File: config.mk
export PLATFORM = sky130hd
export DESIGN_NAME = cpu_addr_seq
export DESIGN_NICKNAME = d
export VERILOG_FILES = /design/src/rtl/cpu_addr_seq.sv
export SDC_FILE = /design/constraint.sdc
export NUM_CORES = 1
export LEC_CHECK = 0
export CORE_MARGIN = 1
export CORE_UTILIZATION = 45
export CTS_BUF_LIST = sky130_fd_sc_hd__clkbuf_8
export DETAILED_ROUTE_END_ITERATION = 12
export PLACE_DENSITY_LB_ADDON = 0.12
export SLEW_MARGIN = 30
export SYNTH_ARGS = -nofsm -noshare
export SYNTH_HDL_FRONTEND = slang
export SYNTH_SLANG_ARGS = --single-unit
File: constraint.sdc
create_clock -name cpuClk -period 3.1 [get_ports cpuClk]
set_input_delay 0.62 -clock cpuClk [delete_from_list [all_inputs] [get_ports cpuClk]]
set_output_delay 0.62 -clock cpuClk [all_outputs]
set_load 0.02 [all_outputs]
File: src/rtl/cpu_addr_seq.sv
// cpu_addr_seq: operand-fetch and effective-address sequencer for the
// RP2A03 core; owns the memory bus while busy is high.
module cpu_addr_seq #(
  parameter int PAGE_CROSS_PENALTY = 1,
  parameter int ZP_WRAP            = 1
) (
  input  logic        cpuClk,
  input  logic        reset,
  input  logic        start,
  input  logic [2:0]  mode,
  input  logic        isWrite,
  input  logic [15:0] pcIn,
  input  logic [7:0]  xReg,
  input  logic [7:0]  yReg,
  input  logic [7:0]  dataRd,
  input  logic        rdy,
  output logic [15:0] addr,
  output logic        busReq,
  output logic        pcAdv,
  output logic [15:0] pcOut,
  output logic [7:0]  operand,
  output logic [15:0] effAddr,
  output logic        pageCross,
  output logic        busy,
  output logic        done
);

  localparam logic [2:0] M_IMP  = 3'd0;
  localparam logic [2:0] M_IMM  = 3'd1;
  localparam logic [2:0] M_ZP   = 3'd2;
  localparam logic [2:0] M_ZPX  = 3'd3;
  localparam logic [2:0] M_ZPY  = 3'd4;
  localparam logic [2:0] M_ABS  = 3'd5;
  localparam logic [2:0] M_ABSX = 3'd6;

  typedef enum logic [2:0] {
    S_IDLE,
    S_OP_LO,
    S_OP_HI,
    S_FIX,
    S_DONE
  } state_e;

  state_e      state_q, state_d;
  logic [2:0]  mode_q, mode_d;
  logic        wr_q, wr_d;
  logic [15:0] pc_q, pc_d;
  logic [7:0]  x_q, x_d;
  logic [7:0]  y_q, y_d;
  logic [7:0]  lo_q, lo_d;
  logic [7:0]  hi_q, hi_d;
  logic [7:0]  fix_lo_q, fix_lo_d;
  logic [7:0]  operand_q, operand_d;
  logic [15:0] eff_q, eff_d;
  logic        pcross_q, pcross_d;
  logic        pc_adv_q, pc_adv_d;
  logic        busy_q, busy_d;
  logic        done_q, done_d;

  logic        use_x;
  logic        is_zpi;
  logic [7:0]  idx;
  logic [8:0]  zp_sum;
  logic [8:0]  abs_sum;

  always_comb begin
    use_x   = (mode_q == M_ZPX) || (mode_q == M_ABSX);
    is_zpi  = (mode_q == M_ZPX) || (mode_q == M_ZPY);
    idx     = use_x ? x_q : y_q;
    zp_sum  = {1'b0, dataRd} + {1'b0, idx};
    abs_sum = {1'b0, lo_q} + {1'b0, idx};
  end

  always_comb begin
    state_d   = state_q;
    mode_d    = mode_q;
    wr_d      = wr_q;
    pc_d      = pc_q;
    x_d       = x_q;
    y_d       = y_q;
    lo_d      = lo_q;
    hi_d      = hi_q;
    fix_lo_d  = fix_lo_q;
    operand_d = operand_q;
    eff_d     = eff_q;
    pcross_d  = pcross_q;
    pc_adv_d  = 1'b0;
    // a low rdy freezes every piece of sequencing state
    if (rdy) begin
      unique case (state_q)
        S_IDLE: begin
          if (start) begin
            mode_d   = mode;
            wr_d     = isWrite;
            pc_d     = pcIn;
            x_d      = xReg;
            y_d      = yReg;
            pcross_d = 1'b0;
            state_d  = (mode == M_IMP) ? S_DONE : S_OP_LO;
          end
        end
        S_OP_LO: begin
          lo_d     = dataRd;
          pc_adv_d = 1'b1;
          pc_d     = pc_q + 16'd1;
          state_d  = S_DONE;
          unique case (1'b1)
            (mode_q == M_IMM): operand_d = dataRd;
            (mode_q == M_ZP):  eff_d = {8'h00, dataRd};
            is_zpi: begin
              if (ZP_WRAP != 0) eff_d = {8'h00, zp_sum[7:0]};
              else              eff_d = {7'b0, zp_sum};
            end
            default: state_d = S_OP_HI;
          endcase
        end
        S_OP_HI: begin
          pc_adv_d = 1'b1;
          pc_d     = pc_q + 16'd1;
          hi_d     = dataRd;
          if (mode_q == M_ABS) begin
            eff_d   = {dataRd, lo_q};
            state_d = S_DONE;
          end else begin
            fix_lo_d = abs_sum[7:0];
            eff_d    = {dataRd + {7'b0, abs_sum[8]}, abs_sum[7:0]};
            pcross_d = abs_sum[8];
            if (wr_q || (abs_sum[8] && (PAGE_CROSS_PENALTY != 0)))
              state_d = S_FIX;
            else
              state_d = S_DONE;
          end
        end
        S_FIX:   state_d = S_DONE;
        S_DONE:  state_d = S_IDLE;
        default: state_d = S_IDLE;
      endcase
    end
    done_d = (state_d == S_DONE) && (state_q != S_DONE);
    busy_d = (state_d != S_IDLE);
  end

  // the FIX read targets the high byte before carry correction
  always_comb begin
    unique case (state_q)
      S_OP_LO, S_OP_HI: begin
        addr   = pc_q;
        busReq = 1'b1;
      end
      S_FIX: begin
        addr   = {hi_q, fix_lo_q};
        busReq = 1'b1;
      end
      default: begin
        addr   = pc_q;
        busReq = 1'b0;
      end
    endcase
  end

  always_ff @(posedge cpuClk or negedge reset) begin
    if (!reset) begin
      state_q   <= S_IDLE;
      mode_q    <= 3'd0;
      wr_q      <= 1'b0;
      pc_q      <= 16'h0000;
      x_q       <= 8'h00;
      y_q       <= 8'h00;
      lo_q      <= 8'h00;
      hi_q      <= 8'h00;
      fix_lo_q  <= 8'h00;
      operand_q <= 8'h00;
      eff_q     <= 16'h0000;
      pcross_q  <= 1'b0;
      pc_adv_q  <= 1'b0;
      busy_q    <= 1'b0;
      done_q    <= 1'b0;
    end else begin
      state_q   <= state_d;
      mode_q    <= mode_d;
      wr_q      <= wr_d;
      pc_q      <= pc_d;
      x_q       <= x_d;
      y_q       <= y_d;
      lo_q      <= lo_d;
      hi_q      <= hi_d;
      fix_lo_q  <= fix_lo_d;
      operand_q <= operand_d;
      eff_q     <= eff_d;
      pcross_q  <= pcross_d;
      pc_adv_q  <= pc_adv_d;
      busy_q    <= busy_d;
      done_q    <= done_d;
    end
  end

  assign pcAdv     = pc_adv_q;
  assign pcOut     = pc_q;
  assign operand   = operand_q;
  assign effAddr   = eff_q;
  assign pageCross = pcross_q;
  assign busy      = busy_q;
  assign done      = done_q;

endmodule

# ---- After elaboration in Yosys (flattened, before gate mapping)
# Index checks and enable logic that the tools add are counted.
dict set report totals {
  out_inout_bits 61
  in_bits 48
  elab_cells 75
  regBits 91
}
dict set report op_classes {
  eq_ne 14
  n_mux 20
  addsub 4
  n_bitwise 1
  n_reduce_logical 21
}
# operator count
set op_table {}
lappend op_table {{$pmux 16 s2} 3}
lappend op_table {{$mux 16} 3}
lappend op_table {{$mux 3} 6}
lappend op_table {{$add 16x1->16 const B} 1}
lappend op_table {{$reduce_and 3->1} 5}
lappend op_table {{$eq 3x2->1 const B} 4}
lappend op_table {{$eq 3x3->1 const B} 4}
lappend op_table {{$pmux 3 s4} 1}
lappend op_table {{$add 8x8->9} 1}
lappend op_table {{$add 8x1->8} 1}
lappend op_table {{$add 8x8->8} 1}
lappend op_table {{$mux 8} 1}
lappend op_table {{$eq 3x1->1 const B} 2}
lappend op_table {{$logic_not 3->1} 2}
lappend op_table {{$ne 3x3->1 const B} 2}
lappend op_table {{$reduce_bool 2->1} 3}
lappend op_table {{$reduce_or 3->1} 2}
lappend op_table {{$mux 1} 5}
lappend op_table {{$ne 2x2->1 const B} 2}
lappend op_table {{$reduce_and 2->1} 2}
lappend op_table {{$reduce_and 4->1} 1}
lappend op_table {{$logic_or 1x1->1} 3}
lappend op_table {{$reduce_bool 3->1} 1}
lappend op_table {{$pmux 1 s2} 1}
lappend op_table {{other kinds (3)} 3}

# ---- Depth between registers and ports, before layout
# Gate-level depths: netlist (run 1).
dict set report logic_depth {
  depth_word 11
  ltp_mapped 16
}

# ---- Worst setup path before layout (run 1)
# Ideal clock, no wire load.
dict set report synth_path {
  kind {register to register}
  start {register mode_q[2]}
  end {register eff_q[13], in the netlist effAddr[13]}
  required_ns 3.017
  path_slack_ns -0.012
  path_buffers 1
  setup_time_ns 0.083
  synth_period_minus_slack_ns 3.112
  arrival_ns 3.029
  stages_incl_launch_ff 17
  path_cell_list {dfrtp_1 buf_2 xor2_1 nand2_1 mux2_2 ha_1 inv_1 fa_1 nor2b_1 o21a_1 o21ai_2 a21oi_1 ha_1 and4_1 nand3_1 xor2_1 o21ai_0}
}
dict set report synth_via {
  elab_chain_cells 7
}
# element line
set synth_lines {}
lappend synth_lines {{from (decl)} 45} ;# logic [2:0] mode_q, mode_d;
lappend synth_lines {{from (signal assigned)} 180} ;# mode_q <= mode_d;
lappend synth_lines {{$eq 3x2->1 or $eq 3x3->1 (tied branches)} {67, 68}}
lappend synth_lines {{$logic_or 1x1->1} 67} ;# use_x = (mode_q == M_ZPX) || (mode_q == M_ABSX);
lappend synth_lines {{$mux 8} 69} ;# idx = use_x ? x_q : y_q;
lappend synth_lines {{$add 8x8->9} 71} ;# abs_sum = {1'b0, lo_q} + {1'b0, idx};
lappend synth_lines {{$add 8x1->8} 126} ;# eff_d = {dataRd + {7'b0, abs_sum[8]}, abs_sum[7:0]};
lappend synth_lines {{$mux 16} 121} ;# if (mode_q == M_ABS) begin
lappend synth_lines {{$pmux 16 s2} 90} ;# unique case (state_q)
lappend synth_lines {{to (signal assigned)} 173} ;# eff_q <= 16'h0000;
lappend synth_lines {{to (signal assigned)} 189} ;# eff_q <= eff_d;
lappend synth_lines {{to (decl)} 54} ;# logic [15:0] eff_q, eff_d;
# Several ways; a longest one is shown, not always the timed one.
# A chain may end at the register's enable or synchronous reset.

# ---- Worst setup path in the final report (run 1)
dict set report layout_path {
  start {register mode_q[0]}
  end {register eff_q[13], in the netlist effAddr[13]}
}
# Same word-level chain as after synthesis.

==> results by group, run 1 <==
Logic synthesis
  – Top cells by area, synth: dfrtp_1 (43%), mux2_2 (15%), ha_1 (4.3%), a21oi_1 (4.0%), nand2_1 (3.9%)
  – Post-synth top area cell: dfrtp_1
  – Mux contribution to synthesized area: 0.163
  – Main combinational cell family by area after synthesis: multiplexers
  – Yosys reg bits: 91
  – Syn Inst Count: 519
  – Top-count cell post-synth: dfrtp_1
  – Synth Area in Compound Gates: 0.161
  – Main synth FF type: dfrtp_1
  – Synth Area in XOR/XNOR: 0.0283
  – Post-synth top area share: 0.434
  – Synth cell types: 61
  – Netlist Area Pre-Place: 0.00525 mm2
  – Yosys warns: 0
  – Synthesized-area fraction occupied by adder cells: 0.0505
  – Mapped Avg Cell Area: 10.1 um2
  – Most common library cells after synthesis: dfrtp_1 (91), mux2_2 (69), nand2_1 (54)
  – Seq/Total Area, Yosys: 0.434
  – Post-synth EDFFs: 0
  – Fraction of registers with async set or reset after synthesis: 1.00
  – Syn_nets: 587
  – Simple-gate share of the synthesized area: 0.131

Worst setup path
  – CP arrival: 3270 ps
  – Max stage delay on crit path: 420 ps
  – Critical path capture point type: register
  – Required @ worst endpoint: 3400 ps
  – Crit-path slowest cell: dfrtp_1
  – Reg2Reg Depth: 14
  – Crit Path Max Fanout: 5
  – Worst R2R Start: mode_q[0]
  – R2r setup slk: 130 ps
  – Crit Reg-Reg Endpoint: effAddr[13]
  – Startpoint Class: register
  – Critical path class: reg2reg
  – Cells along the critical path: xor2_2 > nand2_2 > buf_4 > mux2_2 > ha_4 > nor2b_1 > o21a_1 > o21ai_2 > a21oi_2 > ha_2 > and4_4 > nand3_1 > xor2_1 > o21ai_0

STA
  – Slew Limit Fails: 0
  – Endpoints failing hold: 0
  – Slew @ Worst Pin: 846 ps
  – Final worst slack: 125 ps
  – Clock Skew: 11.0 ps
  – Max frequency: 336 MHz
  – Fin crit share: 0.960
  – # setup viols final: 0
  – Clock period minus worst slack: 2970 ps
  – Slew HR: 0.435

Floorplanning
  – Chip width: 110 um
  – Die footprint: 0.0121 mm2
  – Row cnt: 39
  – Area of the core: 0.0114 mm2
  – Initial Util: 0.460
  – Die H: 110 um
  – IO Count: 109

Clock tree
  – Num CTS Buffers: 9
  – Hold_buf cts: 0
  – Worst skew pair latency: 380 ps
  – Worst-path clk slew: 90 ps
  – Root buffer cell: clkbuf_8
  – H-tree depth: 3
  – CTS tree: built
  – # clock sinks: 91
  – Longest Clk Path Bufs: 2

Placed design
  – Pre-CTS setup slack: -9.84 ps
  – Post-detail-place hpwl: 10.3 mm
  – Gpl congestion: 0.855
  – Port Buf Inserts: 108
  – Post-place instance area: 0.00665 mm2
  – Placed Cells incl. Taps: 777

Global routing
  – First-pass GRT wire length: 21.6 mm
  – Congestion Overflow GR: 0
  – Initial antenna violation count: 0
  – GRT Util Overall: 0.240
  – Largest net degree at the start of global routing: 49
  – Vias in the first global route: 4,319

Layout
  – Share of layout cells above drive strength 1: 0.218
  – Antenna diodes: 0
  – Layout filler cell count: 992
  – Final Non-Filler Cells: 794
  – Finished Cell Area: 0.00696 mm2
  – Area Growth Syn to Fin: 32.5%
  – Layout Nets: 714

Run
  – Max-capacitance violation count: 0

Routing
  – Final wirelength: 13.8 mm
  – Initial DRC Count: 221
  – Vias: 4,419
  – Final ANT Viol Nets: 0
  – DR vias/cell: 5.57
  – Wire per inst: 17.3 um
  – First-pass iteration count of the detailed router: 4
  – Drt drc: 0

Power
  – VDD IR-drop max: 0.585 mV
  – PD cells: 1240 mW/mm2
  – P_leak: 2.99 nW

Hold path
  – Hold/Removal Path Class: in2async

Outcome
  – Outcome: finished clean
[routing by layer]
layer,routed length (um),GRT usage,up-vias
met2,6540,0.393,116
met1,6300,0.320,2155
li1,-,-,2134
met5,0,0,-
met3,742,0.0364,14
met4,191,0.0924,0
[logic make-up after synthesis]
| family | Yosys count |
|---|---|
| fa+ha+maj | 20 |
| mux | 77 |
| buf+inv | 37 |
| flops | 91 |
| simple gates | 139 |
| compound gates | 138 |
| xor+xnor | 17 |
[area by class of cell]
type | count | area [um2] | area share
repair buffers | 142 | 1350 | 0.193
inverters | 11 | 41.3 | 0.00593
well taps | 143 | 179 | 0.0257
multi-input cells | 391 | 2870 | 0.412
clock inverters | 6 | 113 | 0.0162
flip-flops and latches | 91 | 2280 | 0.327
clock buffers | 10 | 138 | 0.0198
[placed cells by master, fill, tap and decap left out, types with 9 or more instances in the layout]
cell	Yosys	final
a21oi_1	42	40
buf_4	1	34
clkbuf_8	0	10
clkdlybuf4s50_1	0	107
dfrtp_1	91	91
ha_1	18	15
inv_1	11	11
mux2_2	69	69
nand2_1	54	53
nand3_1	16	16
nor2_1	28	28
o21ai_0	29	28
o21ai_1	12	13
o22ai_1	9	9
xor2_1	12	11
[worst max-delay path by stage]
stage / from / to / slack [ps] / cells after the start
detailed placement: mode_q[2] / effAddr[15] / -10 / 15
global placement: mode_q[2] / effAddr[15] / 90 / 15
finish: mode_q[0] / effAddr[13] / 130 / 14
floorplan: mode_q[2] / effAddr[13] / 30 / 16
global route: mode_q[0] / effAddr[13] / -20 / 15
CTS: mode_q[2] / effAddr[15] / 20 / 15
[metrics by stage]
stage	utilization	hold WS, ps	setup TNS (ps)	total power [mW]
final	0.610	265	0	8.65
after global routing	0.610	304	-36.5	9.30
after CTS	0.604	283	0	8.52
after detailed placement	0.582	471	-9.84	7.49
after global placement	0.582	467	0	7.38
after floorplan	-	324	0	5.57
[registers in the layout (all words and copies together) (netlist names)]
name	count
busy	1
done	1
effAddr	16
fix_lo_q	8
hi_q	8
lo_q	8
mode_q	3
operand	8
pageCross	1
pcAdv	1
pcOut	16
state_q	3
wr_q	1
x_q	8
y_q	8
[power breakdown]
part	leakage [nW]	total (mW)	internal (mW)	switching [mW]
clock network	0.126	0.998	0.559	0.440
registers	1.10	2.22	1.76	0.466
logic	1.76	5.43	2.62	2.80
total	2.99	8.65	4.94	3.71
[timing repair]
action	4_1_cts	5_1_grt
pin swaps	0	4
endpoints found under the setup margin	4	9
buffers inserted	0	1
gates resized for setup	1	10
[worst max-delay path, delay by kind of cell (launching register included)]
family | cells | cell delay, ps
adders and majority gates | 2 | 490
DFF | 1 | 420
xor gates and xnor gates | 2 | 340
muxes | 1 | 380
and+or+nand+nor | 4 | 550
AOI/OAI and AO/OA | 4 | 550
buffers and inverters | 1 | 140
Power figures use the tool's default switching activity.
==> run 2: changes to the inputs <==
--- a/config.mk
+++ b/config.mk
@@ -10,7 +10,7 @@
 export CTS_BUF_LIST = sky130_fd_sc_hd__clkbuf_8
 export DETAILED_ROUTE_END_ITERATION = 12
 export PLACE_DENSITY_LB_ADDON = 0.12
-export SLEW_MARGIN = 30
+export SLEW_MARGIN = 15
 export SYNTH_ARGS = -nofsm -noshare
 export SYNTH_HDL_FRONTEND = slang
 export SYNTH_SLANG_ARGS = --single-unit
==> results of run 2 <==
Same layout as run 1: the final DEF is identical, and so are final timing and power.
